==> config.mk <==
export PLATFORM = sky130hd
export DESIGN_NAME = led_pattern_sequencer
export DESIGN_NICKNAME = d
export VERILOG_FILES = /design/src/rtl/led_pattern_sequencer.sv
export SDC_FILE = /design/constraint.sdc
export NUM_CORES = 1
export LEC_CHECK = 0
export CAP_MARGIN = 20
export CORE_UTILIZATION = 40
export CTS_BUF_LIST = sky130_fd_sc_hd__clkbuf_4
export DETAILED_ROUTE_END_ITERATION = 8
export GPL_TIMING_DRIVEN = 0
export HOLD_SLACK_MARGIN = 0.12
export PLACE_DENSITY = 0.74
export SETUP_SLACK_MARGIN = 0.4
export SLEW_MARGIN = 0
export SYNTH_ARGS = -nofsm -noshare
export SYNTH_HDL_FRONTEND = slang
export SYNTH_SLANG_ARGS = --single-unit
==> constraint.sdc <==
create_clock -name clock -period 2.7 [get_ports clock]
set_input_delay 0.54 -clock clock [delete_from_list [all_inputs] [get_ports clock]]
set_output_delay 0.54 -clock clock [all_outputs]
set_load 0.01 [all_outputs]
==> src/rtl/led_pattern_sequencer.sv <==
// led_pattern_sequencer
//
// Shares one status LED between a high-priority and a low-priority requester.
// A granted request plays its pattern LSB first, one bit per TICK_DIV clocks,
// then holds idleLevel for GAP_TICKS tick periods before re-arbitrating.
//
// Optional build macro: LED_PATTERN_SEQUENCER_FAIR_EN
//   undefined : fixed priority, hi always wins a tie (lo may starve)
//   defined   : round-robin on ties, alternating after a hi grant
//
// Ports:
//   clock, resetN          clock and asynchronous active-low reset
//   hiValid/hiReady        high-priority handshake, hiPattern/hiLength data
//   loValid/loReady        low-priority handshake, loPattern/loLength data
//   *Length                number of bits to play minus 1
//   idleLevel              LED level while idle and during the gap
//   led                    registered LED drive
//   busy                   high while playing or in the gap
//   grantHi                source of the current/last pattern (1 = hi)
module led_pattern_sequencer #(
    parameter int TICK_DIV      = 1000000,
    parameter int GAP_TICKS     = 4,
    parameter int PATTERN_WIDTH = 16,
    parameter int LEN_WIDTH     = 4
) (
    input  logic                     clock,
    input  logic                     resetN,
    input  logic                     hiValid,
    output logic                     hiReady,
    input  logic [PATTERN_WIDTH-1:0] hiPattern,
    input  logic [LEN_WIDTH-1:0]     hiLength,
    input  logic                     loValid,
    output logic                     loReady,
    input  logic [PATTERN_WIDTH-1:0] loPattern,
    input  logic [LEN_WIDTH-1:0]     loLength,
    input  logic                     idleLevel,
    output logic                     led,
    output logic                     busy,
    output logic                     grantHi
);

    localparam int TICK_W = $clog2(TICK_DIV);
    localparam int GAP_W  = (GAP_TICKS > 1) ? $clog2(GAP_TICKS) : 1;
    localparam logic [TICK_W-1:0] TICK_LAST = TICK_W'(TICK_DIV - 1);
    localparam logic [GAP_W-1:0]  GAP_LAST  = GAP_W'(GAP_TICKS - 1);

    localparam logic [1:0] IDLE = 2'd0;
    localparam logic [1:0] PLAY = 2'd1;
    localparam logic [1:0] GAP  = 2'd2;

    logic [1:0]               state;
    logic [TICK_W-1:0]        tickCnt;
    logic [LEN_WIDTH-1:0]     bitIdx;
    logic [GAP_W-1:0]         gapCnt;
    logic [PATTERN_WIDTH-1:0] patternReg;
    logic [LEN_WIDTH-1:0]     lengthReg;

    logic                     hiFire;
    logic                     loFire;
    logic                     accept;
    logic                     tick;
    logic                     idleNext;
    logic                     hiReadyNext;
    logic                     loReadyNext;
    logic [LEN_WIDTH-1:0]     nextIdx;

`ifdef LED_PATTERN_SEQUENCER_FAIR_EN
    logic                     lastWasHi;
`endif

    always_comb begin
        tick    = (tickCnt == TICK_LAST);
        nextIdx = bitIdx + LEN_WIDTH'(1);
`ifdef LED_PATTERN_SEQUENCER_FAIR_EN
        // Readies are registered and may lag valid by a cycle, so the fire
        // logic re-applies the tie-break to keep at most one transfer.
        hiFire = hiValid && hiReady && !(lastWasHi && loValid && loReady);
`else
        hiFire = hiValid && hiReady;
`endif
        loFire   = loValid && loReady && !hiFire;
        accept   = hiFire || loFire;
        // Next state is IDLE: either staying idle or leaving the last gap tick.
        idleNext = ((state == IDLE) && !accept) ||
                   ((state == GAP) && tick && (gapCnt == GAP_LAST));
`ifdef LED_PATTERN_SEQUENCER_FAIR_EN
        hiReadyNext = idleNext && !(lastWasHi && hiValid && loValid);
        loReadyNext = idleNext && (!hiValid || lastWasHi);
`else
        hiReadyNext = idleNext;
        loReadyNext = idleNext && !hiValid;
`endif
    end

    // Pattern data carries no reset; it is only observed after an accept.
    always_ff @(posedge clock) begin
        if (accept) begin
            patternReg <= hiFire ? hiPattern : loPattern;
            lengthReg  <= hiFire ? hiLength : loLength;
        end
    end

    always_ff @(posedge clock or negedge resetN) begin
        if (!resetN) begin
            state     <= IDLE;
            tickCnt   <= '0;
            bitIdx    <= '0;
            gapCnt    <= '0;
            led       <= 1'b0;
            busy      <= 1'b0;
            grantHi   <= 1'b0;
            hiReady   <= 1'b0;
            loReady   <= 1'b0;
`ifdef LED_PATTERN_SEQUENCER_FAIR_EN
            lastWasHi <= 1'b0;
`endif
        end else begin
            hiReady <= hiReadyNext;
            loReady <= loReadyNext;
            case (state)
                IDLE: begin
                    led <= idleLevel;
                    if (accept) begin
                        state   <= PLAY;
                        busy    <= 1'b1;
                        grantHi <= hiFire;
                        tickCnt <= '0;
                        bitIdx  <= '0;
                        // Bit 0 goes out on the accept edge itself.
                        led     <= hiFire ? hiPattern[0] : loPattern[0];
`ifdef LED_PATTERN_SEQUENCER_FAIR_EN
                        lastWasHi <= hiFire;
`endif
                    end
                end
                PLAY: begin
                    if (tick) begin
                        tickCnt <= '0;
                        if (bitIdx == lengthReg) begin
                            state  <= GAP;
                            gapCnt <= '0;
                            led    <= idleLevel;
                        end else begin
                            bitIdx <= nextIdx;
                            led    <= patternReg[nextIdx];
                        end
                    end else begin
                        tickCnt <= tickCnt + TICK_W'(1);
                    end
                end
                GAP: begin
                    led <= idleLevel;
                    if (tick) begin
                        tickCnt <= '0;
                        if (gapCnt == GAP_LAST) begin
                            state <= IDLE;
                            busy  <= 1'b0;
                        end else begin
                            gapCnt <= gapCnt + GAP_W'(1);
                        end
                    end else begin
                        tickCnt <= tickCnt + TICK_W'(1);
                    end
                end
                default: begin
                    state <= IDLE;
                    busy  <= 1'b0;
                end
            endcase
        end
    end

endmodule

==> qor.txt <==
R2R cell count = 6
R2r setup slk = 490 ps
Synthesized area = 2910 sq um
Number of routed nets with antenna violations = 0
FF+latch count, synth = 53
Worst Max-Slew Pin Slew = 749 ps
Worst R2R Start = bitIdx[1]
CTS Buffer Depth = 2
Detailed placer's ending HPWL = 4.57 mm
Top cells by area, synth = dfrtp_1 28%, edfxtp_1 21%, mux2_2 8.1%
I/O pins = 50
Switching portion of total power = 0.221
Num CTS Buffers = 5
Gp weighted congestion = 0.825
Multiplexer share of the synthesized area = 0.137
Commonest cells in the netlist = 33 x dfrtp_1, 29 x nand2_1, 21 x mux2_2, 21 x nor2_1, 20 x edfxtp_1
Area Growth Syn to Fin = 25.6%
Clock power frac = 0.283
Post-synthesis xor/xnor area fraction = 0.0511
Post-synth cell types = 53
DRC viols = 0
Setup TNS = 0 ps
Clock Root Buffer = clkbuf_4
Skew final = 16.4 ps
Pin count of the biggest net entering global routing = 34
Syn. warnings = 0
DR iter-0 viols = 67
Mapped Nets = 316
Number of port buffers = 49
Critical Path End = led
Seq/Total Area, Yosys = 0.490
Final setup vio count = 0
Vias in the first global route = 2237
Core area = 6910 sq um
Total GRT Usage = 0.172
Detailed Route WL = 6.05 mm
Drt via density = 5.40
DIE HEIGHT = 87.3 um
H-tree depth = 2
Final Max Slew Viols = 0
Peak Freq = 453 MHz
Core Rows = 30
R2r endpoint = led
Reg clk slew, reported paths = 170 ps
Max Cap Viol = 0
Clk_lat worst skew = 380 ps
Most common cell in the netlist = dfrtp_1
Slew Limit Headroom = 0.500
Wire per inst = 14.3 um
Initial Util = 0.422
DR vias = 2289
Final hold violations = 0
Dpl ws = -170 ps
Cts hold-fix bufs = 0
Die width = 87.3 um
Crit. End Element = flop
Die Area = 7630 sq um
Total gr overflow = 0
NetSw = 0.000285 W
Worst path required time = 2980 ps
Hold/Removal Path Class = input pin to asynchronous set/reset pin
Power per Cell Area = 352 nW/um^2
Mean Syn Cell Area = 11.0 sq um
Combinational power share = 0.068
Final net count = 378
Unrepaired setup endpoints after global routing = yes
Top_reg_cell synth = dfrtp_1
CTS tree = built
Crit start category = flop
# diodes = 0
Ys async rst share = 0.623
Final Cycle Share = 0.818
VDD IR max = 206 uV
Cells after Synth = 265
First-pass GRT wire length = 10.1 mm
WHS = 191 ps
Initial antenna violation count = 0
Final WS setup = 490 ps
Top-area cell type share of the netlist area = 0.284
CP Class = flop to flop
CP Max Fanout = 5
Leading area contributor after synthesis = dfrtp_1
Share of cells above drive strength 1 = 0.174
Main combinational cell family by area after synthesis = simple AND/OR/NAND/NOR gates
Internal = 0.00100 W
Synth Area in Simple Gates = 0.176
Sequential Power Share = 0.648
WP data arrival = 2490 ps
Launching element of the worst setup path = bitIdx[1]
Post-Synth Adder-Cell Area = 0.0258
Synth Area in Compound Gates = 0.100
Clock sink count = 53
Final min period = 2210 ps
Pre-Repair DR Iteration Count = 4
Lkg Pwr = 1.42 nW
Status = complete, no violations
Number of synthesized flops with an enable pin = 20
## layout make-up
type | count | area [sq um]
Clock buffer | 5 | 37.5
Tap cell | 96 | 120
Sequential cell | 53 | 1430
Inverter | 6 | 22.5
Timing Repair Buffer | 55 | 534
Multi-Input combinational cell | 196 | 1450
Clock inverter | 3 | 21.3
Fill cell | 627 | 3250
Buffer | 10 | 45.0
## registers in the layout (all words and copies together), names as in the netlist
| name | cells |
|---|---|
| led | 1 |
| grantHi | 1 |
| tickCnt | 20 |
| busy | 1 |
| patternReg | 16 |
| lengthReg | 4 |
| state | 2 |
| gapCnt | 2 |
| bitIdx | 4 |
| loReady | 1 |
| hiReady | 1 |
## worst max-delay path: stages, from the launching register on
cell     delay [ps]
dfrtp_1         470
ha_1            430
mux4_2          340
mux2i_1         150
mux2i_1         150
a221o_1         390
a22o_1          200
## worst min path at each step
stage | start | endpoint | slack [ps]
global placement | grantHi | grantHi | 490
CTS | resetN | tickCnt[12] | 200
global route | resetN | tickCnt[12] | 230
finish | resetN | tickCnt[12] | 190
floorplan | resetN | bitIdx[0] | 240
detailed placement | busy | busy | 490
## timing repair
action / CTS / global route
setup endpoints to repair: 19 / 34
setup buffers: 3 / 3
pin swaps: 1 / 1
resized for setup: 4 / 12
## cell usage in the layout (no fill, tap or decap), types with 2 or more instances in the layout
master / instances
nand3_1: 9
mux2_2: 21
xor2_1: 6
nand4_1: 4
mux4_2: 4
o32a_1: 2
o21ai_0: 12
a21oi_1: 9
mux2i_1: 6
nor4_1: 4
edfxtp_1: 20
a21o_1: 2
inv_1: 6
clkbuf_4: 5
clkdlybuf4s50_1: 48
dfrtp_1: 32
a31oi_1: 5
clkbuf_1: 4
nor2b_1: 2
ha_1: 6
and3_1: 2
xnor2_1: 11
a22o_1: 3
nor2_1: 20
nand2_1: 29
buf_4: 5
clkbuf_2: 6
nor3_1: 9
## metrics by stage
stage | instance area (sq um) | total power (W) | utilization | instances
finish | 3660 | 0.00129 | 0.530 | 424
floorplan | 2910 | 0.000866 | - | 265
CTS | 3610 | 0.00130 | 0.523 | 421
global route | 3660 | 0.00134 | 0.530 | 424
detailed placement | 3520 | 0.000940 | 0.509 | 410
global placement | 3520 | 0.000939 | 0.510 | 410
## power groups by stage
| stage | clock network, W | registers, W | logic, W |
|---|---|---|---|
| floorplan | 0 | 0.000852 | 0.0000138 |
| global placement | 0 | 0.000852 | 0.0000874 |
| detailed placement | 0 | 0.000852 | 0.0000885 |
| CTS | 0.000379 | 0.000835 | 0.0000897 |
| global route | 0.000403 | 0.000836 | 0.0000965 |
| finish | 0.000365 | 0.000835 | 0.0000879 |
## cells by family (layout without fill, tap and decap cells)
family / Yosys count / in the layout
xor gates and xnor gates: 17 / 17
muxes: 32 / 32
buffers and inverters: 16 / 79
adders and majority gates: 6 / 6
DFF: 53 / 53
and+or+nand+nor: 97 / 97
AOI/OAI and AO/OA: 44 / 44
## layer usage
layer	track usage	vias to the layer above	wire, um
li1	-	1106	-
met1	0.221	1106	2620
met2	0.288	64	3010
met3	0.0322	13	288
met4	0.0671	0	133
met5	0	-	0
Note: power is estimated with default switching activity, not from simulation.
